<file path="config.mk">
export PLATFORM = sky130hd
export DESIGN_NAME = fetch_stage
export DESIGN_NICKNAME = d
export VERILOG_FILES = /design/src/rtl/fetch_stage.sv
export SDC_FILE = /design/constraint.sdc
export NUM_CORES = 1
export LEC_CHECK = 0
export CAP_MARGIN = 25
export CORE_ASPECT_RATIO = 0.75
export CORE_UTILIZATION = 41
export CTS_BUF_LIST = sky130_fd_sc_hd__clkbuf_4
export CTS_CLUSTER_SIZE = 25
export DETAILED_ROUTE_END_ITERATION = 8
export PLACE_DENSITY = 0.74
export SLEW_MARGIN = 15
export SYNTH_ARGS = -nofsm -noshare
export SYNTH_HDL_FRONTEND = slang
export SYNTH_SLANG_ARGS = --single-unit
</file>
<file path="constraint.sdc">
create_clock -name clk -period 3.8 [get_ports clk]
set_input_delay 0.76 -clock clk [delete_from_list [all_inputs] [get_ports clk]]
set_output_delay 0.76 -clock clk [all_outputs]
set_load 0.02 [all_outputs]
</file>
<file path="src/rtl/fetch_stage.sv">
// Instruction-fetch front end: owns the fetch PC, issues requests to a variable-latency
// in-order instruction memory, and queues PC-tagged instructions for decode.
module fetch_stage #(
    parameter int unsigned          DATA_WIDTH = 32,
    parameter logic [DATA_WIDTH-1:0] RESET_PC  = '0,
    parameter int unsigned          DEPTH      = 2
) (
    input  logic                  clk,
    input  logic                  rst,
    output logic                  imem_req_o,
    output logic [DATA_WIDTH-1:0] imem_addr_o,
    input  logic                  imem_gnt_i,
    input  logic                  imem_rvalid_i,
    input  logic [DATA_WIDTH-1:0] imem_rdata_i,
    input  logic                  redirect_i,
    input  logic [DATA_WIDTH-1:0] redirect_pc_i,
    output logic                  if_valid_o,
    input  logic                  if_ready_i,
    output logic [DATA_WIDTH-1:0] if_instr_o,
    output logic [DATA_WIDTH-1:0] if_pc_o,
    output logic [DATA_WIDTH-1:0] if_pc_plus4_o
);

    localparam int unsigned PTR_W = (DEPTH > 1) ? $clog2(DEPTH) : 1;
    localparam int unsigned CNT_W = $clog2(DEPTH) + 1;
    localparam logic [CNT_W-1:0] DEPTH_C = CNT_W'(DEPTH);

    typedef enum logic [1:0] {
        E_EMPTY   = 2'd0,
        E_PENDING = 2'd1,
        E_VALID   = 2'd2
    } entry_e;

    entry_e                r_state [DEPTH];
    logic [DATA_WIDTH-1:0] r_pc    [DEPTH];
    logic [DATA_WIDTH-1:0] r_instr [DEPTH];
    logic [PTR_W-1:0]      r_alloc;
    logic [PTR_W-1:0]      r_fill;
    logic [PTR_W-1:0]      r_head;
    logic [DATA_WIDTH-1:0] r_fetch_pc;
    logic [CNT_W-1:0]      r_outstanding;
    logic [CNT_W-1:0]      r_drop_cnt;

    logic [CNT_W-1:0]      w_used;
    logic                  w_req;
    logic                  w_fire;
    logic                  w_rvalid;
    logic                  w_keep;
    logic                  w_valid;
    logic                  w_pop;

    // Occupancy counts both PENDING and VALID slots.
    always_comb begin
        w_used = '0;
        for (int i = 0; i < DEPTH; i++) begin
            if (r_state[i] != E_EMPTY) begin
                w_used = w_used + CNT_W'(1);
            end
        end
    end

    // Request is gated by reset so it reads 0 while rst is held low.
    assign w_req    = rst && (w_used < DEPTH_C) && (r_outstanding < DEPTH_C) && !redirect_i;
    assign w_fire   = w_req && imem_gnt_i;
    assign w_rvalid = imem_rvalid_i && (r_outstanding != '0);
    assign w_keep   = w_rvalid && (r_drop_cnt == '0);
    assign w_valid  = (r_state[r_head] == E_VALID) && !redirect_i;
    assign w_pop    = w_valid && if_ready_i;

    // Entry states, pointers, PC and counters; redirect overrides all queue activity.
    always_ff @(posedge clk or negedge rst) begin
        if (!rst) begin
            for (int i = 0; i < DEPTH; i++) begin
                r_state[i] <= E_EMPTY;
            end
            r_alloc       <= '0;
            r_fill        <= '0;
            r_head        <= '0;
            r_fetch_pc    <= RESET_PC;
            r_outstanding <= '0;
            r_drop_cnt    <= '0;
        end else begin
            r_outstanding <= r_outstanding + CNT_W'(w_fire) - CNT_W'(w_rvalid);
            if (redirect_i) begin
                for (int i = 0; i < DEPTH; i++) begin
                    r_state[i] <= E_EMPTY;
                end
                r_alloc    <= '0;
                r_fill     <= '0;
                r_head     <= '0;
                r_fetch_pc <= redirect_pc_i & ~DATA_WIDTH'(3);
                r_drop_cnt <= r_outstanding + CNT_W'(w_fire) - CNT_W'(w_rvalid);
            end else begin
                if (w_fire) begin
                    r_state[r_alloc] <= E_PENDING;
                    r_alloc          <= r_alloc + PTR_W'(1);
                    r_fetch_pc       <= r_fetch_pc + DATA_WIDTH'(4);
                end
                if (w_rvalid) begin
                    if (r_drop_cnt != '0) begin
                        r_drop_cnt <= r_drop_cnt - CNT_W'(1);
                    end else begin
                        r_state[r_fill] <= E_VALID;
                        r_fill          <= r_fill + PTR_W'(1);
                    end
                end
                if (w_pop) begin
                    r_state[r_head] <= E_EMPTY;
                    r_head          <= r_head + PTR_W'(1);
                end
            end
        end
    end

    // Payload storage needs no reset; entry state qualifies it.
    always_ff @(posedge clk) begin
        if (!redirect_i && w_fire) begin
            r_pc[r_alloc] <= r_fetch_pc;
        end
        if (!redirect_i && w_keep) begin
            r_instr[r_fill] <= imem_rdata_i;
        end
    end

    assign imem_req_o    = w_req;
    assign imem_addr_o   = r_fetch_pc;
    assign if_valid_o    = w_valid;
    assign if_instr_o    = r_instr[r_head];
    assign if_pc_o       = r_pc[r_head];
    assign if_pc_plus4_o = r_pc[r_head] + DATA_WIDTH'(4);

endmodule

</file>
==> impl_metrics.py <==
metrics = {
    "floorplan": {
        "io_pins": 200,
        "rows": 42,
        "die_h_um": 120,
        "initial_core_util_pct": 42.5,
        "coreArea_sq_um": 17900,
        "die_w_um": 159,
        "dieArea_sq_um": 19100,
    },
    "worst_setup_path": {
        "end_kind": "primary output",
        "worstPathMaxFanout": 11,
        "regToRegSetupSlack_ns": 1.45,
        "crit_type": "reg2out",
        "r2r-end": "r_drop_cnt[1]$_DFFE_PN0P_",
        "r2r_cells": 10,
        "critPathLaunch": "r_head$_DFFE_PN0P_",
        "start_kind": "flop",
        "arrival_ns": 3.09,
        "r2r-start": "r_state[3]$_DFF_PN0_",
        "crit_required_ns": 3.04,
    },
    "synth": {
        "synthTopCellsByCount": "edfxtp_1, mux2_2, nand2_1",
        "synthArstFlopShare_pct": 24.8,
        "synth-main-ff-cell": "edfxtp_1",
        "syn_avg_cell_area_sq_um": 13.3,
        "synth_top_area_share_pct": 48.9,
        "synth.most_common_cell": "edfxtp_1",
        "yosysWarnings": 0,
        "syn_inst": 574,
        "synthTopCellsByArea": "edfxtp_1, dfrtp_1, mux2_2",
        "synth_top_area_cell": "edfxtp_1",
        "synth_edf_count": 124,
        "ys_seq_area_share_pct": 62.4,
        "yosysUniqueCellTypes": 57,
        "syn_area_sq_um": 7620,
        "synth_seq_cells": 165,
    },
    "clock_tree": {
        "ctsRootBufferMaster": "clkbuf_4",
        "h-tree-depth": 4,
        "cts_buffers": 17,
        "clock-sinks": 165,
        "clkLatencyLatePin_ns": 0.57,
        "cts.clk_slew.worst_paths_ns": 0.15,
        "cts_tree": "built",
        "hold_buffers": 0,
        "clockBufferDepth": 2,
    },
    "detailed_routing": {
        "num_vias": 5757,
        "wl_mm": 21.0,
        "ant_nets": 0,
        "first_pass_iters": 6,
        "drt_iter0_markers": 546,
        "wl_per_cell_um": 20.0,
        "viasPerCell": 5.49,
        "drcViolationCount": 0,
    },
    "finish": {
        "drive_above_1_share_pct": 20.1,
        "final_cells": 1049,
        "nets": 868,
        "utilization_pct": 58.1,
        "fillers": 1418,
        "seq_area_sq_um": 4750,
        "multi_input_area_sq_um": 2810,
        "syn_to_final_growth_pct": 36.7,
    },
    "timing": {
        "rsz0062_at_grt": "yes",
        "final.setup_skew_ns": 0.0193,
        "setup_ws_ns": -0.0511,
        "clock.fmax_mhz": 260,
        "setup_viol": 2,
        "period_share_pct": 101,
        "relSlewSlack_pct": 55.6,
        "hold_violations": 0,
        "fin_tns_setup_ns": -0.0844,
        "final-max-slew-violation-count": 0,
        "worstMarginPinSlew_ns": 0.647,
        "min_period_ns": 3.85,
        "holdWs_ns": 0.270,
    },
    "power_and_ir_drop": {
        "clockPowerShare_pct": 23.8,
        "peakVddDrop_mv": 0.212,
        "p_leak_uw": 0.00377,
        "pwr-share-comb_pct": 27.7,
        "power.internal_uw": 3170,
        "power_frac_seq_pct": 48.5,
        "switching_power_uw": 1420,
        "switching_share_pct": 31.0,
        "p_total_uw": 4590,
        "power_density_nw_per_um2": 441,
    },
    "run_status": {
        "violations": "setup timing",
        "outcome": "finished with violations",
    },
    "global_routing": {
        "first_global_vias": 5601,
        "grt_max_degree": 42,
        "grt_pass1_wl_mm": 31.7,
        "overflow": 0,
        "grt_util_all_layers_pct": 22.1,
        "antenna_found_initial": 1,
    },
    "place": {
        "dp_cells": 996,
        "hpwl_mm": 14.6,
        "io_buffers": 191,
        "gp_congestion": 0.825,
    },
    "worst_hold_path": {
        "hold_path_class": "in2async",
    },
    "flow_run": {
        "drv_cap": 0,
    },
}
## worst max-delay path: stages (launching register included)
cell and delay (ns):
dfrtp_4 0.56, buf_16 0.16, buf_4 0.18, nand3b_1 0.26
a221oi_1 0.40, nand4_1 0.20, buf_4 0.20, nor3b_2 0.24
xor2_1 0.18, buf_4 0.16
## sequential cells by signal, summed over array words and instances (netlist names)
register       count
r_head             1
r_alloc            1
imem_addr_o       30
r_outstanding      2
r_state            4
r_fill             1
r_instr           64
r_pc              60
r_drop_cnt         2
## cells in the final DEF (no fill, tap or decap), types with 17 or more instances in the layout
cell type,n
buf_4,28
clkbuf_4,17
clkdlybuf4s50_1,168
dfrtp_1,40
edfxtp_1,124
mux2_2,57
nand2_1,51
nand3_1,31
nand4_1,18
xnor2_1,25
xor2_1,23
## how the worst max path moves through the flow
stage	to	slack [ns]	cells past startpoint
global route	if_pc_plus4_o[24]	-0.13	9
finish	if_pc_plus4_o[24]	-0.05	9
detailed placement	if_pc_plus4_o[28]	0.007	8
floorplan	if_pc_plus4_o[28]	0.03	12
global placement	if_pc_plus4_o[28]	0.17	8
CTS	if_pc_plus4_o[28]	-0.05	8
## what timing repair did
| action | 4_1_cts | 5_1_grt |
|---|---|---|
| endpoints found under the setup margin | 21 | 14 |
| pin swaps | 5 | 7 |
| setup buffers | 7 | 11 |
| gates resized for setup | 49 | 26 |
| cloned | 1 | 1 |
## logic make-up (layout without fill, tap and decap cells)
kind of cell,after synthesis,in the layout,synth area share [%]
compound gates,63,63,5.73
xor+xnor,48,48,5.52
fa+ha+maj,5,5,0.821
buf+inv,43,270,2.63
flops,165,165,62.4
mux,65,65,9.48
other cells,1,7,0.0492
simple gates,184,184,13.4
## routing by layer
metal / track usage, % / wire [um] / vias up
met3: 4.22 / 1670 / 44
li1: - / - / 2610
met4: 9.44 / 481 / 0
met5: 0 / 0 / -
met2: 35.0 / 10100 / 274
met1: 29.7 / 8780 / 2829
## cell type report
class,instances,share of cell area [%]
inverter,17,0.613
antenna,1,0.0240
clock inverter,15,1.75
clock buffer,17,1.23
tap,242,2.91
sequential,165,45.6
timing repair buffer,221,20.9
multi-input combinational,371,27.0
## per-stage QoR
stage	setup WS (ns)	instance area, sq um
floorplan	0.0334	7640
CTS	-0.0514	10300
global placement	0.171	9800
global route	-0.135	10400
finish	-0.0511	10400
detailed placement	0.00693	9800
## power by group through the flow
| stage | Sequential (uW) | Clock [uW] | Combinational (uW) |
|---|---|---|---|
| 2_1_floorplan | 2250 | 0 | 656 |
| 5_1_grt | 2240 | 1190 | 1360 |
| 3_3_place_gp | 2250 | 0 | 1200 |
| 3_5_place_dp | 2260 | 0 | 1230 |
| 4_1_cts | 2220 | 1110 | 1250 |
| 6_report | 2220 | 1090 | 1270 |
Power figures use the tool's default switching activity.
